[config.mk]
export PLATFORM = sky130hd
export DESIGN_NAME = firebird7_in_gate1_tessent_data_mux_ctrl
export DESIGN_NICKNAME = d
export VERILOG_FILES = /design/src/rtl/firebird7_in_gate1_tessent_data_mux_ctrl_pkg.sv /design/src/rtl/firebird7_in_gate1_tessent_data_mux_tdr.sv /design/src/rtl/firebird7_in_gate1_tessent_data_mux_ctrl.sv
export SDC_FILE = /design/constraint.sdc
export NUM_CORES = 1
export LEC_CHECK = 0
export ABC_AREA = 1
export CAP_MARGIN = 15
export CORE_MARGIN = 2
export CORE_UTILIZATION = 43
export DETAILED_ROUTE_END_ITERATION = 7
export PLACE_DENSITY = 0.76
export SKIP_LAST_GASP = 1
export SYNTH_ARGS = -nofsm -noshare
export SYNTH_HDL_FRONTEND = slang
export SYNTH_SLANG_ARGS = --single-unit
[constraint.sdc]
create_clock -name ijtag_tck -period 1.4 [get_ports ijtag_tck]
set_clock_uncertainty 0.2 [all_clocks]
set_input_delay 0.28 -clock ijtag_tck [delete_from_list [all_inputs] [get_ports ijtag_tck]]
set_output_delay 0.28 -clock ijtag_tck [all_outputs]
set_load 0.01 [all_outputs]
[src/rtl/firebird7_in_gate1_tessent_data_mux_ctrl_pkg.sv]
// Shared types and defaults for the gate1 data mux controller.
// Build option FIREBIRD7_DATA_MUX_READBACK_EN is consumed by the top module.
package firebird7_in_gate1_tessent_data_mux_ctrl_pkg;

    typedef enum logic [1:0] {
        FUNC    = 2'd0,
        QUIESCE = 2'd1,
        IJTAG   = 2'd2,
        RELEASE = 2'd3
    } state_t;

    localparam int DEFAULT_WIDTH         = 19;
    localparam int DEFAULT_SETTLE_CYCLES = 4;

endpackage

[src/rtl/firebird7_in_gate1_tessent_data_mux_tdr.sv]
// Capture/shift/update TDR; top bit is the select request.
// Capture has priority over shift, shift over update.
module firebird7_in_gate1_tessent_data_mux_tdr
    import firebird7_in_gate1_tessent_data_mux_ctrl_pkg::*;
#(
    parameter int LEN = DEFAULT_WIDTH + 1
) (
    input  logic           clk,
    input  logic           rst,
    input  logic           sel,
    input  logic           si,
    input  logic           ce,
    input  logic           se,
    input  logic           ue,
    input  logic [LEN-1:0] capture_data,
    output logic           so,
    output logic [LEN-2:0] upd_data,
    output logic           req_sel
);

    logic [LEN-1:0] sr;

    always_ff @(posedge clk) begin
        if (rst) begin
            sr       <= '0;
            upd_data <= '0;
            req_sel  <= 1'b0;
        end else if (sel) begin
            if (ce) begin
                sr <= capture_data;
            end else if (se) begin
                sr <= {si, sr[LEN-1:1]};
            end else if (ue) begin
                upd_data <= sr[LEN-2:0];
                req_sel  <= sr[LEN-1];
            end
        end
    end

    assign so = sr[0];

endmodule

[src/rtl/firebird7_in_gate1_tessent_data_mux_ctrl.sv]
// IJTAG controller handing the gate1 data mux between functional and IJTAG use.
// Define FIREBIRD7_DATA_MUX_READBACK_EN to capture the live mux output.
module firebird7_in_gate1_tessent_data_mux_ctrl
    import firebird7_in_gate1_tessent_data_mux_ctrl_pkg::*;
#(
    parameter int WIDTH         = DEFAULT_WIDTH,
    parameter int SETTLE_CYCLES = DEFAULT_SETTLE_CYCLES
) (
    input  logic             ijtag_tck,
    input  logic             ijtag_reset,
    input  logic             ijtag_sel,
    input  logic             ijtag_si,
    input  logic             ijtag_ce,
    input  logic             ijtag_se,
    input  logic             ijtag_ue,
    output logic             ijtag_so,
    input  logic             func_idle,
    input  logic [WIDTH-1:0] mux_data_out,
    output logic             ijtag_select,
    output logic [WIDTH-1:0] ijtag_data_in,
    output logic             func_hold,
    output logic             switch_busy
);

    localparam int CNT_W = $clog2(SETTLE_CYCLES + 1);
    localparam logic [CNT_W-1:0] CNT_LOAD = CNT_W'(SETTLE_CYCLES - 1);
    localparam logic [CNT_W-1:0] CNT_ONE  = CNT_W'(1);

    if (SETTLE_CYCLES < 1 || SETTLE_CYCLES > 255) begin : g_bad_settle
        $error("SETTLE_CYCLES must be within 1..255");
    end

    state_t           state_q, state_d;
    logic [CNT_W-1:0] cnt_q, cnt_d;
    logic [WIDTH-1:0] upd_data;
    logic [WIDTH-1:0] capture_src;
    logic             req_sel;

`ifdef FIREBIRD7_DATA_MUX_READBACK_EN
    assign capture_src = mux_data_out;
`else
    logic unused_readback;
    assign capture_src     = upd_data;
    assign unused_readback = ^mux_data_out;
`endif

    firebird7_in_gate1_tessent_data_mux_tdr #(
        .LEN(WIDTH + 1)
    ) u_tdr (
        .clk         (ijtag_tck),
        .rst         (ijtag_reset),
        .sel         (ijtag_sel),
        .si          (ijtag_si),
        .ce          (ijtag_ce),
        .se          (ijtag_se),
        .ue          (ijtag_ue),
        .capture_data({ijtag_select, capture_src}),
        .so          (ijtag_so),
        .upd_data    (upd_data),
        .req_sel     (req_sel)
    );

    assign ijtag_data_in = upd_data;

    always_ff @(posedge ijtag_tck) begin
        if (ijtag_reset) begin
            state_q <= FUNC;
            cnt_q   <= '0;
        end else begin
            state_q <= state_d;
            cnt_q   <= cnt_d;
        end
    end

    // Abort (req_sel low) wins over func_idle while quiescing.
    always_comb begin
        state_d = state_q;
        cnt_d   = cnt_q;
        unique case (state_q)
            FUNC: begin
                if (req_sel) state_d = QUIESCE;
            end
            QUIESCE: begin
                if (!req_sel) state_d = FUNC;
                else if (func_idle) state_d = IJTAG;
            end
            IJTAG: begin
                if (!req_sel) begin
                    state_d = RELEASE;
                    cnt_d   = CNT_LOAD;
                end
            end
            RELEASE: begin
                if (cnt_q == '0) state_d = FUNC;
                else cnt_d = cnt_q - CNT_ONE;
            end
            default: state_d = FUNC;
        endcase
    end

    always_comb begin
        ijtag_select = 1'b0;
        func_hold    = 1'b0;
        switch_busy  = 1'b0;
        unique case (state_q)
            FUNC: ;
            QUIESCE: begin
                func_hold   = 1'b1;
                switch_busy = 1'b1;
            end
            IJTAG: begin
                ijtag_select = 1'b1;
                func_hold    = 1'b1;
            end
            RELEASE: begin
                func_hold   = 1'b1;
                switch_busy = 1'b1;
            end
            default: ;
        endcase
    end

endmodule
After elaboration in Yosys (flattened, before gate mapping)

Index checks and enable logic that the tools add are counted.

Bits in registers: 45
Input bits: 27
Output and inout bits: 23
Word-level logic and storage cells: 40

$add $sub $neg: 1
Equality and inequality tests: 8
Muxes and demuxes: 14
Bitwise gates (word level): 2
Reductions and logical operators: 10

Operators with widths:

| cell                | number |
|---|---|
| $mux 20             | 2 |
| $mux 2              | 5 |
| $pmux 2 s4          | 1 |
| $reduce_and 4->1    | 2 |
| $mux 3              | 2 |
| $ne 2x2->1 const B  | 3 |
| $pmux 3 s2          | 1 |
| $eq 2x2->1 const B  | 2 |
| $reduce_bool 2->1   | 2 |
| $logic_not 3->1     | 1 |
| $mux 1              | 3 |
| $ne 3x3->1 const B  | 1 |
| $reduce_and 3->1    | 1 |
| $reduce_or 3->1     | 1 |
| $sub 3x1->3 const B | 1 |
| $eq 2x1->1 const B  | 1 |
| $logic_not 2->1     | 1 |
| $ne 2x1->1 const B  | 1 |
| $not 1->1           | 2 |
| $reduce_and 2->1    | 1 |
| $reduce_or 2->1     | 1 |

Logic depth before layout (Yosys ltp)

Word-level depth: 3
Depth in mapped cells: 9
Gate-level depth less buffers: 9

By module

From an unflattened synthesis, not the netlist that was laid out.

Cells, all modules: 336
Area, all modules: 2373.5 µm²

By module, submodules not included:

| module                                   | times used | cells an instance | area an instance (µm²) | seq. area each (µm²) |
|---|---|---|---|---|
| firebird7_in_gate1_tessent_data_mux_tdr  | 1          | 286               | 1998.2                 | 800.8 |
| firebird7_in_gate1_tessent_data_mux_ctrl | 1          | 50                | 375.4                  | 100.1 |

Worst setup path before layout

No wires, ideal clock.

Path type: flip-flop to flip-flop
From: register cnt_q[0]
To: register cnt_q[2]
Setup time: 115 ps
Data arrival time: 1008 ps
Data required time: 1085 ps
Setup slack: 77 ps
Cell stages (with the launch flop): 9
Path buffers: 0
Period minus slack after synthesis: 1323 ps
Cells stage by stage: dfxtp_1 inv_1 ha_1 nand2_1 nand2_1 o21ai_1 nand3_1 nand2_1 nor2_1

Longest elaborated chain between the ends: 3
Elaborated cells on any way between the ends: 6
Those cells by class: 1 x add/sub; 1 x eq/ne; 2 x mux; 2 x reduce/logical

RTL lines:

| item                                           | line                                                                                           | source |
|---|---|---|
| start: declaration                             | firebird7_in_gate1_tessent_data_mux_ctrl.sv:34                                                 | `logic [CNT_W-1:0] cnt_q, cnt_d;` |
| start signal: assignment                       | firebird7_in_gate1_tessent_data_mux_ctrl.sv:71                                                 | `cnt_q <= cnt_d;` |
| $sub 3x1->3 or $logic_not 3->1 (tied branches) | firebird7_in_gate1_tessent_data_mux_ctrl.sv:95, firebird7_in_gate1_tessent_data_mux_ctrl.sv:94 |  |
| $mux 3 or $ne 2x2->1 (tied branches)           | -                                                                                              |  |
| $pmux 3 s2 or $reduce_and 3->1 (tied branches) | -                                                                                              |  |

Parallel ways exist; a longest one is shown, timed or not. The select of a mux whose other input is x is not followed.
A chain may end at the register's enable or synchronous reset.

Final worst setup path

From: register state_q[0]
To: output port ijtag_select

Longest elaborated chain between the ends: 2

RTL lines:

| item                     | line                                            | source |
|---|---|---|
| start: declaration       | firebird7_in_gate1_tessent_data_mux_ctrl.sv:33  | `state_t state_q, state_d;` |
| start signal: assignment | firebird7_in_gate1_tessent_data_mux_ctrl.sv:70  | `state_q <= state_d;` |
| $eq 2x2->1               | firebird7_in_gate1_tessent_data_mux_ctrl.sv:105 | `unique case (state_q)` |
| $mux 1                   | firebird7_in_gate1_tessent_data_mux_ctrl.sv:105 |  |
| end: declaration         | firebird7_in_gate1_tessent_data_mux_ctrl.sv:19  | `output logic ijtag_select,` |

No other way between the ends.

==> flow_metrics.env <==
export IMPL_cp_top_family="flip-flops"
export IMPL_yosysMostFrequentCell="dfxtp_1"
export IMPL_p_leak_uw=0.00107
export IMPL_slew_viol_final=0
export IMPL_avgSynthCellArea_um2=7.66
export IMPL_cts_root_buf="clkbuf_8"
export IMPL_grt_first_pass_wirelength_um=7040
export IMPL_grt_antenna_before_repair=0
export IMPL_synth_distinct_cells=23
export IMPL_worst_slack_ns=-0.0295
export IMPL_path_common_cell="inv_2"
export IMPL_wire_per_inst_um=12.4
export IMPL_htreeDepth=2
export IMPL_synth_area_um2=1920
export IMPL_fin_util_pct=60.4
export IMPL_numCtsBuffers=5
export IMPL_dieArea_um2=5020
export IMPL_timing_slew_headroom_pct=81.2
export IMPL_synth_ff_type="dfxtp_1"
export IMPL_setup_viol=1
export IMPL_worstSetupPathType="register to output pin"
export IMPL_holdCritPathClass="register to register"
export IMPL_combPwrFrac_pct=13.2
export IMPL_timing_final_hold_violations=0
export IMPL_initial_utilization_pct=44.4
export IMPL_critPathBufInv=3
export IMPL_io_pins=50
export IMPL_overflow=0
export IMPL_synth_area_leaders="dfxtp_1, o21ai_0, nand2_1, nor2_1, a21oi_1"
export IMPL_worst_pin_slew_ns=0.282
export IMPL_first_pass_iters=4
export IMPL_die_h_um=70.9
export IMPL_synth_cells=251
export IMPL_critical_path_slowest_cell="dfxtp_2"
export IMPL_route_vias_total=1832
export IMPL_dp_hpwl_um=2870
export IMPL_cp_slowest_stage_delay_ns=0.33
export IMPL_final_area_um2=2610
export IMPL_cts_tree="built"
export IMPL_crit_chain="inv_2 -> nand2_1 -> inv_2 -> clkbuf_2"
export IMPL_core_area_um2=4320
export IMPL_clock_latency_ns=0.30
export IMPL_seq_power_share_pct=53.7
export IMPL_placed_area_um2=2420
export IMPL_final_cells=357
export IMPL_die_w_um=70.9
export IMPL_p_int_uw=1900
export IMPL_yosys_warnings=0
export IMPL_synth_top_area_share_pct=46.9
export IMPL_critical_path_endpoint_type="output pin"
export IMPL_rsz0062_at_grt="true"
export IMPL_worst_setup_path_start_kind="register"
export IMPL_sw_frac_of_total_pct=26.1
export IMPL_p_total_uw=2570
export IMPL_yosys_register_bits=45
export IMPL_fin_crit_sh_pct=102
export IMPL_grt_pass1_vias=1542
export IMPL_path_clk_slew_ns=0.09
export IMPL_required_ns=0.92
export IMPL_dr_first_iter_drc_count=99
export IMPL_pre_cts_ws_ns=-0.443
export IMPL_ant_nets=0
export IMPL_synthesis_nets=280
export IMPL_timing_max_cap_violations=0
export IMPL_peakVddDrop_mv=0.702
export IMPL_vias_per_cell=5.13
export IMPL_arrival_ns=0.95
export IMPL_wirelength_um=4420
export IMPL_io_buffers=30
export IMPL_pwr_share_clk_pct=33.1
export IMPL_drcViolationCount=0
export IMPL_violations="negative setup slack"
export IMPL_cts_hold_buf=0
export IMPL_synth_largest_area_cell="dfxtp_1"
export IMPL_area_growth_pct=36.0
export IMPL_cts_sinks=45
export IMPL_power_density_nw_per_um2=985
export IMPL_synth_edf_count=0
export IMPL_timing_fmax_mhz=700
export IMPL_synthArstFlopShare_pct=0
export IMPL_cts_buffer_depth=2
export IMPL_fin_crit_ns=1.43
export IMPL_diodes=0
export IMPL_crit_path_max_fanout=3
export IMPL_status="finished, violations left"
export IMPL_finalNetCount=333
export IMPL_ys_seq_area_share_pct=46.9
export IMPL_power_switching_uw=671
export IMPL_gp_congestion=0.786
export IMPL_dp_cells=343
export IMPL_drive_gt1_share_pct=28.9
export IMPL_grtUsageTotal_pct=17.4
export IMPL_rows=24
export IMPL_grt_start_max_net_pins=26
export IMPL_synthTopCellsByCount="dfxtp_1, nand2_1, o21ai_0"
[per-stage QoR]
step                      hold slack, ns  TNS, ns
after floorplan                    0.149        0
after detailed placement           0.260   -15.86
final                              0.269  -0.0295
after global placement             0.252   -14.64
after global routing               0.306   -0.137
after CTS                          0.279   -0.175
[kinds of logic (layout without fill, tap and decap cells)]
kind of cell,after synthesis,count (layout),synth area share (%)
adder cells (fa/ha/maj),2,2,1.30
buffers and inverters,39,93,10.4
AND/OR/NAND/NOR,80,80,17.5
flip-flops,45,45,46.9
AO/OA/AOI/OAI,85,85,23.9
[metal layers]
| layer | wire length (um) | track usage (%) | up-vias |
|---|---|---|---|
| met2 | 2060 | 27.5 | 49 |
| li1 | - | - | 931 |
| met4 | 70 | 3.56 | 0 |
| met3 | 237 | 4.84 | 9 |
| met5 | 0 | 0 | - |
| met1 | 2050 | 23.9 | 843 |
[what timing repair did]
action / CTS / global route
gates resized for setup: 61 / 45
buffers inserted: 0 / 3
setup endpoints to repair: 65 / 56
pin swaps: 1 / 4
cloned: 1 / 2
[power by group through the flow]
| stage | combinational [uW] | clock [uW] | sequential, uW |
|---|---|---|---|
| floorplan | 179 | 0 | 1410 |
| global placement | 309 | 0 | 1410 |
| detailed placement | 317 | 0 | 1410 |
| CTS | 308 | 857 | 1380 |
| global route | 373 | 917 | 1390 |
| finish | 339 | 851 | 1380 |
[state kept, by name, indices dropped and copies added, names as in the netlist, named ones only]
register / count
cnt_q: 3
u_tdr.upd_data: 19
u_tdr.sr: 20
u_tdr.req_sel: 1
state_q: 1
[cell type report]
class / instances / area, um^2
Clock inverter: 2 / 13.8
Fill cell: 379 / 1710
Timing Repair Buffer: 60 / 576
Multi-Input combinational cell: 167 / 853
Sequential cell: 45 / 917
Tap cell: 52 / 65.1
Inverter: 24 / 101
Clock buffer: 6 / 82.6
Timing Repair inverter: 1 / 5.00
[cells in the final DEF, fill, tap and decap left out, types with 2 or more instances in the layout]
| cell | n |
|---|---|
| nand2_1 | 42 |
| o21ai_0 | 32 |
| dfxtp_1 | 32 |
| nor2_1 | 26 |
| buf_4 | 21 |
| a21oi_1 | 18 |
| inv_1 | 16 |
| o21ai_1 | 16 |
| dfxtp_2 | 13 |
| a31oi_1 | 12 |
| clkdlybuf4s15_1 | 10 |
| clkbuf_2 | 9 |
| clkbuf_8 | 6 |
| inv_2 | 5 |
| clkdlybuf4s50_1 | 4 |
| buf_6 | 4 |
| buf_12 | 4 |
| o21ai_2 | 3 |
| a21oi_2 | 3 |
| nand3_1 | 3 |
| nor2_4 | 2 |
| clkinv_4 | 2 |
| nor2_2 | 2 |
| clkbuf_16 | 2 |
| dlygate4sd2_1 | 2 |
| clkdlybuf4s15_2 | 2 |
[worst paths after layout]
check / from / to / slack, ns / cells past startpoint
worst max-delay path: state_q[0] / ijtag_select / -0.03 / 4
worst min-delay path: u_tdr.sr[13] / u_tdr.upd_data[13] / 0.27 / 2
worst max register to register: cnt_q[1] / cnt_q[0] / 0.05 / 7
worst min register to register: u_tdr.sr[13] / u_tdr.upd_data[13] / 0.27 / 2
[worst register-to-register path, cell delays in order, from the launching register on]
cell and delay (ns):
dfxtp_2 0.35, inv_2 0.04, ha_2 0.17, nand2_2 0.09, nand2_4 0.07, buf_4 0.14
o21ai_0 0.14, nor2_1 0.06
Note: power is estimated with default switching activity, not from simulation.
